`src/rtl/eth_pkg.sv`:
```
// Shared Ethernet constants, FSM state type and the byte-wide CRC32 step.
package eth_pkg;

  localparam logic [7:0]  ETH_PREAMBLE = 8'h55;
  localparam logic [7:0]  ETH_SFD      = 8'hD5;
  localparam logic [31:0] CRC32_POLY   = 32'h04C11DB7;
  localparam logic [31:0] CRC32_INIT   = 32'hFFFFFFFF;

  // Width of the DATA+PAD byte counter; it saturates at all-ones.
  localparam int                CNT_W   = 11;
  localparam logic [CNT_W-1:0]  CNT_MAX = '1;

  typedef enum logic [2:0] {
    ST_IDLE,
    ST_PRE,
    ST_SFD,
    ST_DATA,
    ST_PAD,
    ST_FCS,
    ST_IPG
  } tx_state_e;

  // Bit reversal, used to derive the LSB-first form of the polynomial.
  function automatic logic [31:0] bit_rev32(input logic [31:0] v);
    logic [31:0] r;
    for (int i = 0; i < 32; i++) begin
      r[i] = v[31-i];
    end
    return r;
  endfunction

  localparam logic [31:0] CRC32_POLY_REFL = bit_rev32(CRC32_POLY);

  // One byte of reflected CRC32 (Ethernet FCS order, LSB of the byte first).
  function automatic logic [31:0] crc32_d8(input logic [31:0] crc, input logic [7:0] data);
    logic [31:0] c;
    c = crc ^ {24'h000000, data};
    for (int i = 0; i < 8; i++) begin
      if (c[0]) begin
        c = (c >> 1) ^ CRC32_POLY_REFL;
      end else begin
        c = c >> 1;
      end
    end
    return c;
  endfunction

endpackage

```
`src/rtl/rgmii_tx_oddr.sv`:
```
// Generic stand-in for six vendor DDR output cells (txc, ctl, txd[3:0]).
// Both phases are captured on the rising edge; the pin shows d_rise while the
// clock is high and d_fall while it is low, i.e. one cycle of latency.
module rgmii_tx_oddr (
  input  logic       gmii_tx_clk,
  input  logic       sys_rst_n,
  input  logic [5:0] d_rise,
  input  logic [5:0] d_fall,
  output logic [5:0] q
);

  logic [5:0] rise_d;
  logic [5:0] fall_d;

  // Phase data is taken straight from the framer registers.
  always_comb begin
    rise_d = d_rise;
    fall_d = d_fall;
  end

  for (genvar i = 0; i < 6; i++) begin : g_oddr
    logic rise_q;
    logic fall_q;

    // One DDR cell: both phases registered on the rising edge.
    always_ff @(posedge gmii_tx_clk or negedge sys_rst_n) begin
      if (!sys_rst_n) begin
        rise_q <= 1'b0;
        fall_q <= 1'b0;
      end else begin
        rise_q <= rise_d[i];
        fall_q <= fall_d[i];
      end
    end

    assign q[i] = gmii_tx_clk ? rise_q : fall_q;
  end

endmodule

```
`src/rtl/rgmii_tx_framer.sv`:
```
// RGMII transmit framer: wraps a payload stream with preamble, SFD, zero pad
// and FCS, enforces the inter-packet gap and drives the DDR pins.
module rgmii_tx_framer
  import eth_pkg::*;
#(
  parameter int PREAMBLE_LEN = 7,
  parameter int MIN_FRAME    = 60,
  parameter int PAD_EN       = 1,
  parameter int IPG_BYTES    = 12
) (
  input  logic       gmii_tx_clk,
  input  logic       sys_rst_n,
  input  logic [7:0] tx_data,
  input  logic       tx_valid,
  input  logic       tx_last,
  output logic       tx_ready,
  output logic       tx_busy,
  output logic       tx_underrun,
  output logic       rgmii_txc,
  output logic       rgmii_tx_ctl,
  output logic [3:0] rgmii_txd
);

  // The IDLE cycle that sees tx_valid already emits the first preamble byte,
  // so PRE covers the remaining PREAMBLE_LEN-1 bytes.
  localparam logic [7:0]       PRE_LAST = 8'(PREAMBLE_LEN - 1);
  localparam logic [7:0]       IPG_LAST = 8'(IPG_BYTES - 1);
  localparam logic [CNT_W-1:0] MIN_CNT  = CNT_W'(MIN_FRAME);

  tx_state_e        state_q, state_d;
  logic [7:0]       phase_q, phase_d;
  logic [CNT_W-1:0] byte_cnt_q, byte_cnt_d;
  logic [31:0]      crc_q, crc_d;
  logic [7:0]       gmii_txd_q, gmii_txd_d;
  logic             gmii_tx_en_q, gmii_tx_en_d;
  logic             gmii_tx_er_q, gmii_tx_er_d;
  logic             busy_q, busy_d;
  logic             underrun_q, underrun_d;

  logic [CNT_W-1:0] cnt_inc;
  logic [31:0]      fcs;
  logic [7:0]       fcs_byte;
  logic [5:0]       ddr_rise;
  logic [5:0]       ddr_fall;
  logic [5:0]       ddr_q;

  assign tx_ready    = (state_q == ST_DATA);
  assign tx_busy     = busy_q;
  assign tx_underrun = underrun_q;

  // Saturating byte count and the FCS byte selected by the FCS phase.
  always_comb begin
    cnt_inc = (byte_cnt_q == CNT_MAX) ? CNT_MAX : byte_cnt_q + 1'b1;
    fcs     = ~crc_q;
    case (phase_q[1:0])
      2'd0:    fcs_byte = fcs[7:0];
      2'd1:    fcs_byte = fcs[15:8];
      2'd2:    fcs_byte = fcs[23:16];
      default: fcs_byte = fcs[31:24];
    endcase
  end

  // Next-state and next-byte logic; one GMII byte is produced per cycle.
  always_comb begin
    state_d      = state_q;
    phase_d      = phase_q;
    byte_cnt_d   = byte_cnt_q;
    crc_d        = crc_q;
    gmii_txd_d   = 8'h00;
    gmii_tx_en_d = 1'b0;
    gmii_tx_er_d = 1'b0;
    underrun_d   = 1'b0;
    // Registered alongside the GMII byte, so it stays high across the IDLE
    // cycle when the next frame starts straight out of IPG.
    busy_d       = (state_q != ST_IDLE) || tx_valid;

    case (state_q)
      ST_IDLE: begin
        phase_d    = 8'd0;
        byte_cnt_d = '0;
        if (tx_valid) begin
          gmii_txd_d   = ETH_PREAMBLE;
          gmii_tx_en_d = 1'b1;
          phase_d      = 8'd1;
          state_d      = (PREAMBLE_LEN > 1) ? ST_PRE : ST_SFD;
        end
      end
      ST_PRE: begin
        gmii_txd_d   = ETH_PREAMBLE;
        gmii_tx_en_d = 1'b1;
        phase_d      = phase_q + 8'd1;
        if (phase_q >= PRE_LAST) begin
          state_d = ST_SFD;
        end
      end
      ST_SFD: begin
        gmii_txd_d   = ETH_SFD;
        gmii_tx_en_d = 1'b1;
        crc_d        = CRC32_INIT;
        byte_cnt_d   = '0;
        state_d      = ST_DATA;
      end
      ST_DATA: begin
        gmii_tx_en_d = 1'b1;
        if (tx_valid) begin
          gmii_txd_d = tx_data;
          crc_d      = crc32_d8(crc_q, tx_data);
          byte_cnt_d = cnt_inc;
          if (tx_last) begin
            phase_d = 8'd0;
            if ((PAD_EN != 0) && (cnt_inc < MIN_CNT)) begin
              state_d = ST_PAD;
            end else begin
              state_d = ST_FCS;
            end
          end
        end else begin
          // Source starved mid-frame: poison the frame and skip the FCS.
          gmii_tx_er_d = 1'b1;
          underrun_d   = 1'b1;
          phase_d      = 8'd0;
          state_d      = ST_IPG;
        end
      end
      ST_PAD: begin
        gmii_txd_d   = 8'h00;
        gmii_tx_en_d = 1'b1;
        crc_d        = crc32_d8(crc_q, 8'h00);
        byte_cnt_d   = cnt_inc;
        if (cnt_inc >= MIN_CNT) begin
          phase_d = 8'd0;
          state_d = ST_FCS;
        end
      end
      ST_FCS: begin
        gmii_txd_d   = fcs_byte;
        gmii_tx_en_d = 1'b1;
        phase_d      = phase_q + 8'd1;
        if (phase_q[1:0] == 2'd3) begin
          phase_d = 8'd0;
          state_d = ST_IPG;
        end
      end
      ST_IPG: begin
        phase_d = phase_q + 8'd1;
        if (phase_q >= IPG_LAST) begin
          phase_d = 8'd0;
          state_d = ST_IDLE;
        end
      end
      default: begin
        state_d = ST_IDLE;
      end
    endcase
  end

  // Framer state, counters, CRC and the registered GMII byte.
  always_ff @(posedge gmii_tx_clk or negedge sys_rst_n) begin
    if (!sys_rst_n) begin
      state_q      <= ST_IDLE;
      phase_q      <= 8'd0;
      byte_cnt_q   <= '0;
      crc_q        <= CRC32_INIT;
      gmii_txd_q   <= 8'h00;
      gmii_tx_en_q <= 1'b0;
      gmii_tx_er_q <= 1'b0;
      busy_q       <= 1'b0;
      underrun_q   <= 1'b0;
    end else begin
      state_q      <= state_d;
      phase_q      <= phase_d;
      byte_cnt_q   <= byte_cnt_d;
      crc_q        <= crc_d;
      gmii_txd_q   <= gmii_txd_d;
      gmii_tx_en_q <= gmii_tx_en_d;
      gmii_tx_er_q <= gmii_tx_er_d;
      busy_q       <= busy_d;
      underrun_q   <= underrun_d;
    end
  end

  // Bit 5 is the forwarded clock (1 then 0), bit 4 the control line, 3:0 data.
  assign ddr_rise = {1'b1, gmii_tx_en_q, gmii_txd_q[3:0]};
  assign ddr_fall = {1'b0, gmii_tx_en_q ^ gmii_tx_er_q, gmii_txd_q[7:4]};

  rgmii_tx_oddr u_oddr (
    .gmii_tx_clk (gmii_tx_clk),
    .sys_rst_n   (sys_rst_n),
    .d_rise      (ddr_rise),
    .d_fall      (ddr_fall),
    .q           (ddr_q)
  );

  assign rgmii_txc    = ddr_q[5];
  assign rgmii_tx_ctl = ddr_q[4];
  assign rgmii_txd    = ddr_q[3:0];

endmodule

```
`config.mk`:
```
export PLATFORM = sky130hd
export DESIGN_NAME = rgmii_tx_framer
export DESIGN_NICKNAME = d
export VERILOG_FILES = /design/src/rtl/eth_pkg.sv /design/src/rtl/rgmii_tx_oddr.sv /design/src/rtl/rgmii_tx_framer.sv
export SDC_FILE = /design/constraint.sdc
export NUM_CORES = 1
export LEC_CHECK = 0
export CORE_UTILIZATION = 47
export CTS_BUF_LIST = sky130_fd_sc_hd__clkbuf_2
export CTS_CLUSTER_DIAMETER = 150
export DETAILED_ROUTE_END_ITERATION = 6
export PLACE_DENSITY = 0.73
export SYNTH_ARGS = -nofsm -noshare
export SYNTH_HDL_FRONTEND = slang
export SYNTH_SLANG_ARGS = --single-unit
```
`constraint.sdc`:
```
create_clock -name gmii_tx_clk -period 6.6 [get_ports gmii_tx_clk]
set_clock_uncertainty 0.15 [all_clocks]
set_input_delay 0.99 -clock gmii_tx_clk [delete_from_list [all_inputs] [get_ports gmii_tx_clk]]
set_output_delay 0.99 -clock gmii_tx_clk [all_outputs]
set_load 0.02 [all_outputs]
```
==> impl_results.md, run 1 <==
* CP endpoint: rgmii_txd[2]
* Sequential fraction of the synthesis area at a little over a third
* Total number of yosys warnings at 0
* Setup TNS at 0 ps
* WL per Instance at between 15 and 20 um
* First-pass GRT wire length at approximately 22,000 um
* Flops & latches, synth at 76
* Count of hold-fix buffers inserted at cts at 0
* Worst reg2reg path depth at 7
* CP Launch Type: clock port
* Die W at 109 um
* CP Class: clk2out
* Global Route Usage Sum at 25.5%
* Post-synth top area share at roughly a fifth
* Final worst slack at ~1100 ps
* Worst setup EP type: output pin
* Drt pass-1 iters at 5
* Wl on met1 at roughly 6200 um
* Max Slew Vio Count at 0
* RSZ-0062 raised after global routing: false
* Setup slack, reg-to-reg at 2360 ps
* Fraction of registers with async set/reset at 100%
* IO buf count at 20
* Overall routed net length at 14,000 um
* Outcome: finished, final reports clean
* Area leader, netlist: dfrtp_1
* Hold WC Path Type: reg2reg
* Area Overhead vs Synth at 7.30%
* Synth cell count leaders: 83 x xnor2_1, 57 x nor2_1, 44 x dfrtp_1
* Largest net degree at the start of global routing at between 70 and 80
* Post-synthesis instance total at roughly 570
* Cells resized by post-CTS repair at 0
* Worst-skew pair later-pin latency at just under 700 ps
* Vias in the first global route at roughly 4,100
* Worst reg2reg path endpoint: byte_cnt_q[4]
* Number of antenna violations at the first check in global routing at 1
* Worst slew margin at 14.6%
* Crit path launch: gmii_tx_clk
* Post-DP HPWL at 9520 um
* Antenna-violating nets left at 0
* Final Hold Vio Count at 0
* WP data required at roughly 5500 ps
* FF-to-FF Start: state_q[2]
* Setup Slack @ Placement at around 1400 ps
* Wire length on met3 at 1250 um
* CTS tree: built
* Die Y-Extent at approximately 110 um
* Post-synth cell types at between 60 and 70
* Slew at the pin closest to its max-slew limit at approximately 1300 ps
* # Post-CTS Setup Buffers at 0
* Boundary Pins at 21
* Met2 routed WL at 6160 um
* Total grt overflow at 0
* Layout cells sized above 1 at between 10% and 20%
* Core area at about 11,000 um2
* Clock transition at path regs at roughly 200 ps
* Crit Path Max Fanout at 4
* Initial DRC count at between 400 and 500
* CP arrival at around 4400 ps
* Vias per Instance at ~6.2
* Final setup viols at 0
* Die ar. at approximately 12,000 um2
* DR vias at around 4,500
* Syn Area/Cell at around 9.6 um2
* Post-synth EDFFs at 0
* Syn Std Cell Area at between 5000 and 6000 um2
* Area contributors post-synth: dfrtp_1 20%, dfstp_2 16%, xnor2_1 13%
* Cell with the most instances after synthesis: xnor2_1
* Syn_nets at 585
* Initial Util at just under 50%
* Row cnt at 38
* Max Used Layer: met5
* # nets final at 591
* Max-Cap Viols at 0
* Global placement routability congestion at roughly 0.91
* Diode count at 0
* DRC errors left at 0
* Ys flop type: dfrtp_1
* Hold slack final at 226 ps
## placed cells by master, fill, tap and decap left out, types with 5 or more instances in the layout
| cell | count |
|---|---|
| xor2_1 | 23 |
| a22o_1 | 5 |
| dfstp_2 | 32 |
| a221oi_1 | 5 |
| o21ai_0 | 33 |
| o221ai_1 | 12 |
| xnor2_2 | 9 |
| nand3_1 | 17 |
| o22ai_1 | 14 |
| nand2_1 | 29 |
| o21a_1 | 10 |
| mux2_2 | 5 |
| nand2b_1 | 5 |
| xnor2_1 | 83 |
| inv_1 | 14 |
| clkdlybuf4s50_1 | 19 |
| nor2b_1 | 9 |
| ha_1 | 8 |
| a21oi_1 | 43 |
| nor2_1 | 57 |
| dfrtp_1 | 44 |
| clkbuf_2 | 14 |
| o211ai_1 | 5 |
## how the worst min path moves through the flow
stage                              from                       to  slack, ps  cells past startpoint
after floorplan           gmii_txd_q[4]  u_oddr.g_oddr[0].fall_q        180                      0
after global placement    gmii_txd_q[5]  u_oddr.g_oddr[1].fall_q        180                      0
after detailed placement  gmii_txd_q[4]  u_oddr.g_oddr[0].fall_q        190                      0
after CTS                 gmii_txd_q[5]  u_oddr.g_oddr[1].fall_q        230                      0
after global routing      gmii_txd_q[5]  u_oddr.g_oddr[1].fall_q        240                      0
final                     gmii_txd_q[7]  u_oddr.g_oddr[3].fall_q        230                      0
## per-layer routing
| metal | global-route usage (%) | up-vias |
|---|---|---|
| li1 | - | 2018 |
| met1 | 36.8 | 2180 |
| met2 | 35.8 | 206 |
| met3 | 6.22 | 50 |
| met5 | 0 | - |
| met4 | 11.8 | 2 |
## critical path, stage by stage
cell and delay (ps):
clkbuf_2 100, clkbuf_2 170, mux2_2 240, clkdlybuf4s50_1 590
## cells by family after synthesis
family	after synthesis	share of synthesized area, %
other cells	1	0.0692
simple gates	138	12.1
buf+inv	45	3.72
xor+xnor	125	24.1
flops	76	35.8
mux	8	1.69
fa+ha+maj	8	1.85
compound gates	164	20.6
## state kept, by name, indices dropped and copies added, names as in the netlist
signal                count
gmii_tx_en_q              1
u_oddr.g_oddr.fall_q      5
state_q                   3
gmii_txd_q                8
tx_underrun               1
byte_cnt_q               11
u_oddr.g_oddr.rise_q      6
crc_q                    32
tx_busy                   1
phase_q                   8
## metrics by stage
step | util (%) | area (um2) | cells
after floorplan | - | 5420 | 565
after global placement | 51.3 | 5650 | 696
after detailed placement | 51.3 | 5650 | 696
after CTS | 52.7 | 5810 | 717
after global routing | 52.7 | 5810 | 717
final | 52.7 | 5810 | 717
## area by class of cell
type	instances	area (um2)
flip-flops and latches	76	1940
well taps	140	175
clock inverters	7	90.1
repair buffers	15	145
multi-input cells	444	3280
inverters	15	56.3
fillers	1002	5220
clock buffers	20	130
Power of run 1 is not shown: default switching activity piles up to over one toggle a cycle in this logic, so the estimate is an artifact.
==> run 2: changes to the inputs <==
- clock period: 6.6 -> 5.3 ns (I/O delays scaled with it)
==> impl_results.md, run 2 (same netlist as run 1, synthesis figures left out) <==
* CP Launch Type: clock port (unchanged)
* Core area at 11,000 um2 (unchanged)
* Clock transition at path regs at 240 ps (was 200 ps)
* Layout cells sized above 1 at 15.1% (was 14.7%)
* Worst path most repeated cell: clkbuf_2 (unchanged)
* RSZ-0062 raised after global routing: false (unchanged)
* Hold WC Path Type: in2async (was reg2reg)
* Drt pass-1 iters at 7 (was 5)
* Row cnt at 38 (unchanged)
* Count of hold-fix buffers inserted at cts at 0 (unchanged)
* Outcome: complete, but fails checks (was finished, final reports clean)
* Antenna-violating nets left at 0 (unchanged)
* DP Area at 5660 um2 (was 5650 um2)
* Global Route Usage Sum at 25.9% (was 25.5%)
* Initial DRC count at 488 (was 483)
* Final non-filler cell total at 718 (was 717)
* Worst setup EP type: output pin (unchanged)
* Die ar. at 12,000 um2 (unchanged)
* CP arrival at 3770 ps (was 4400 ps)
* Max FFs per register at 32 (unchanged)
* Final setup viols at 0 (unchanged)
* Crit Path Max Fanout at 4 (unchanged)
* Most frequent cells in the layout: 83 x xnor2_1, 57 x nor2_1, 44 x dfrtp_1 (unchanged)
* FF-to-FF Start: state_q[2] (unchanged)
* DR vias at 4,474 (was 4,456)
* Worst reg2reg path depth at 6 (was 7)
* Post-DP HPWL at 9920 um (was 9520 um)
* Setup TNS at 0 ps (unchanged)
* First-pass GRT wire length at 23,100 um (was 22,500 um)
* WP data required at 4360 ps (was 5460 ps)
* WL per Instance at 20.1 um (was 19.6 um)
* Worst reg2reg path endpoint: byte_cnt_q[2] (was byte_cnt_q[4])
* Setup slack, reg-to-reg at 1280 ps (was 2360 ps)
* Final Hold Vio Count at 0 (unchanged)
* Number of antenna violations at the first check in global routing at 0 (was 1)
* Fill count at 993 (was 1,002)
* Vias in the first global route at 4,484 (was 4,129)
* Die Y-Extent at 109 um (unchanged)
* IO buf count at 20 (unchanged)
* Crit-path max cell delay at 590 ps (about the same)
* Largest regs: crc_q: 32 flops, byte_cnt_q: 11 flops (unchanged)
* Max Slew Vio Count at 0 (unchanged)
* Largest net degree at the start of global routing at 77 (unchanged)
* CP Class: clk2out (unchanged)
* DRC errors left at 11 (was 0)
* Most common cell after layout, fill and taps aside: xnor2_1 (unchanged)
* Final Instance Area at 5810 um2 (about the same)
* Total grt overflow at 0 (unchanged)
* Global placement routability congestion at 0.909 (was 0.912)
* Cells resized by post-CTS repair at 0 (unchanged)
* Initial Util at 49.1% (unchanged)
* Hold slack final at 82.0 ps (was 226 ps)
* Area of the multi-input gates at 3280 um2 (unchanged)
* Worst slew margin at 26.4% (was 14.6%)
* Inst Count DP at 697 (was 696)
* Biggest register: crc_q (unchanged)
* Overall routed net length at 14,400 um (was 14,000 um)
* Worst-path cell chain: clkbuf_2, clkbuf_2, mux2_2, clkdlybuf4s50_1 (unchanged)
* Max-Cap Viols at 0 (unchanged)
* # nets final at 592 (was 591)
* FF+latch area at 1940 um2 (unchanged)
* Slew at the pin closest to its max-slew limit at 1100 ps (was 1280 ps)
* Area Overhead vs Synth at 7.13% (was 7.30%)
* Boundary Pins at 21 (unchanged)
* CTS tree: built (unchanged)
* Failing checks: design-rule violations
* Critical-path top delay cell: clkdlybuf4s50_1 (unchanged)
* # Post-CTS Setup Buffers at 0 (unchanged)
* Vias per Instance at 6.23 (was 6.21)
* Diode count at 0 (unchanged)
* Die W at 109 um (unchanged)
* Worst-skew pair later-pin latency at 660 ps (was 690 ps)
-- run 2: cell types whose count changed in the layout (fill, tap and decap cells not counted), sizes merged --
cell | before | now
bufinv | 2 | 1
buf | 2 | 3
inv | 15 | 16
-- run 2: cell type report --
| cell class | count | share of cell area, % |
|---|---|---|
| multi-input cells | 444 | 56.4 |
| flip-flops and latches | 76 | 33.4 |
| well taps | 140 | 3.02 |
| repair buffers | 16 | 2.63 |
| clock buffers | 20 | 2.24 |
| clock inverters | 7 | 1.27 |
| inverters | 15 | 0.970 |
-- run 2: through the flow --
stage	setup slack (ps)	util, %
2_1_floorplan	1400	-
3_3_place_gp	929	51.3
3_5_place_dp	929	51.3
4_1_cts	548	52.6
5_1_grt	530	52.6
6_report	590	52.6
-- run 2: worst max-delay path by stage --
stage                 from           end  slack (ps)  cells past startpoint
2_1_floorplan  gmii_tx_clk  rgmii_tx_ctl        1400                      1
3_3_place_gp   gmii_tx_clk  rgmii_txd[3]         930                      2
3_5_place_dp   gmii_tx_clk  rgmii_txd[1]         930                      2
4_1_cts        gmii_tx_clk  rgmii_txd[2]         550                      4
5_1_grt        gmii_tx_clk  rgmii_txd[2]         530                      4
6_report       gmii_tx_clk  rgmii_txd[2]         590                      4
-- run 2: per-layer routing --
metal	global-route usage, %	up-vias	wire (um)
met5	0	-	0
li1	-	2015	-
met1	34.6	2174	6020
met2	38.9	240	6550
met3	6.22	45	1360
met4	13.2	0	472
-- run 2: worst max-delay path, delay by kind of cell --
kind / cells / cell delay (ps)
buffers and inverters: 3 / 860
muxes: 1 / 250
Power of run 2 is left out for the same reason.
==> run 3: changes to the inputs <==
- CORE_UTILIZATION: 47 -> 30
- PLACE_DENSITY: 0.73 -> 0.54
==> impl_results.md, run 3 (same netlist as run 1, synthesis figures left out) <==
* Max Slew Vio Count at 0 (unchanged)
* RSZ-0062 raised after global routing: false (unchanged)
* Most common cell after layout, fill and taps aside: xnor2_1 (unchanged)
* Layout cells sized above 1 at 15.2% (was 15.1%)
* Most frequent cells in the layout: 83 x xnor2_1, 57 x nor2_1, 44 x dfrtp_1 (unchanged)
* Worst path most repeated cell: clkbuf_2 (unchanged)
* Core area at 17,500 um2 (was 11,000 um2)
* Vias in the first global route at 4,395 (was 4,484)
* DR vias at 4,442 (was 4,474)
* Count of hold-fix buffers inserted at cts at 0 (unchanged)
* Max-Cap Viols at 0 (unchanged)
* Hold WC Path Type: in2async (unchanged)
* Max FFs per register at 32 (unchanged)
* FF-to-FF Start: state_q[2] (unchanged)
* Clock transition at path regs at 260 ps (was 240 ps)
* Largest regs: crc_q: 32 flops, byte_cnt_q: 11 flops (unchanged)
* Worst setup EP type: output pin (unchanged)
* Largest net degree at the start of global routing at 77 (unchanged)
* CP Launch Type: clock port (unchanged)
* Final Hold Vio Count at 0 (unchanged)
* Overall routed net length at 15,600 um (was 14,400 um)
* Crit-path max cell delay at 590 ps (about the same)
* Vias per Instance at 5.52 (was 6.23)
* Global Route Usage Sum at 17.8% (was 25.9%)
* Initial DRC count at 482 (was 488)
* Worst slew margin at 28.2% (was 26.4%)
* Die Y-Extent at 136 um (was 109 um)
* WP data required at 4360 ps (about the same)
* Cells resized by post-CTS repair at 0 (unchanged)
* Worst reg2reg path depth at 9 (was 6)
* # Post-CTS Setup Buffers at 0 (unchanged)
* Global placement routability congestion at 0.904 (was 0.909)
* Worst-path cell chain: clkbuf_2, clkbuf_2, mux2_2, clkdlybuf4s50_1 (unchanged)
* DRC errors left at 0 (was 11)
* Drt pass-1 iters at 5 (was 7)
* Setup TNS at 0 ps (unchanged)
* CP Class: clk2out (unchanged)
* Critical-path top delay cell: clkdlybuf4s50_1 (unchanged)
* Fill count at 1,762 (was 993)
* Number of antenna violations at the first check in global routing at 0 (unchanged)
* # nets final at 594 (was 592)
* Antenna-violating nets left at 0 (unchanged)
* Die W at 136 um (was 109 um)
* Crit Path Max Fanout at 4 (unchanged)
* Initial Util at 31.0% (was 49.1%)
* Row cnt at 48 (was 38)
* Setup slack, reg-to-reg at 1520 ps (was 1280 ps)
* WL per Instance at 19.4 um (was 20.1 um)
* First-pass GRT wire length at 24,600 um (was 23,100 um)
* Outcome: finished, final reports clean (was complete, but fails checks)
* Post-DP HPWL at 10,600 um (was 9920 um)
* Area Overhead vs Synth at 9.84% (was 7.13%)
* Diode count at 0 (unchanged)
* Biggest register: crc_q (unchanged)
* Slew at the pin closest to its max-slew limit at 1070 ps (was 1100 ps)
* Boundary Pins at 21 (unchanged)
* Worst reg2reg path endpoint: crc_q[24] (was byte_cnt_q[2])
* Total grt overflow at 0 (unchanged)
* CP arrival at 3780 ps (was 3770 ps)
* Final setup viols at 0 (unchanged)
* CTS tree: built (unchanged)
* Die ar. at 18,600 um2 (was 12,000 um2)
* IO buf count at 20 (unchanged)
* Worst-skew pair later-pin latency at 650 ps (was 660 ps)
[run 3: worst max-delay path: cells and delay by family]
kind                   cells  cell delay (ps)
buffers and inverters      3              880
muxes                      1              250
[run 3: cell type report]
| type | instances | area, um2 | area share (%) |
|---|---|---|---|
| well taps | 225 | 282 | 4.73 |
| inverters | 15 | 56.3 | 0.946 |
| clock buffers | 20 | 130 | 2.19 |
| repair buffers | 18 | 168 | 2.82 |
| multi-input cells | 444 | 3280 | 55.0 |
| clock inverters | 7 | 98.8 | 1.66 |
| flip-flops and latches | 76 | 1940 | 32.6 |
[run 3: worst max path at each step]
stage / from / to / slack [ps] / cells after the start
2_1_floorplan: gmii_tx_clk / rgmii_tx_ctl / 1400 / 1
3_3_place_gp: gmii_tx_clk / rgmii_txd[3] / 930 / 2
5_1_grt: gmii_tx_clk / rgmii_txd[2] / 510 / 4
4_1_cts: gmii_tx_clk / rgmii_txd[2] / 520 / 4
3_5_place_dp: gmii_tx_clk / rgmii_txd[3] / 930 / 2
6_report: gmii_tx_clk / rgmii_txd[2] / 570 / 4
[run 3: stage by stage]
step | instance area (um2) | hold WS (ps) | cells | utilization [%] | setup slack [ps]
3_5_place_dp | 5780 | 185 | 784 | 33.1 | 929
5_1_grt | 5950 | 108 | 805 | 34.1 | 506
2_1_floorplan | 5420 | 181 | 565 | - | 1400
3_3_place_gp | 5780 | 183 | 784 | 33.1 | 929
4_1_cts | 5950 | 119 | 805 | 34.1 | 515
6_report | 5950 | 112 | 805 | 34.1 | 575
[run 3: per-layer routing]
metal | track usage [%] | vias to the layer above | routed length, um
met5 | 0 | - | 0
met1 | 23.4 | 2207 | 6890
met2 | 26.8 | 186 | 7180
met3 | 4.51 | 43 | 1070
met4 | 9.01 | 0 | 468
li1 | - | 2006 | -
Power of run 3 is left out for the same reason.
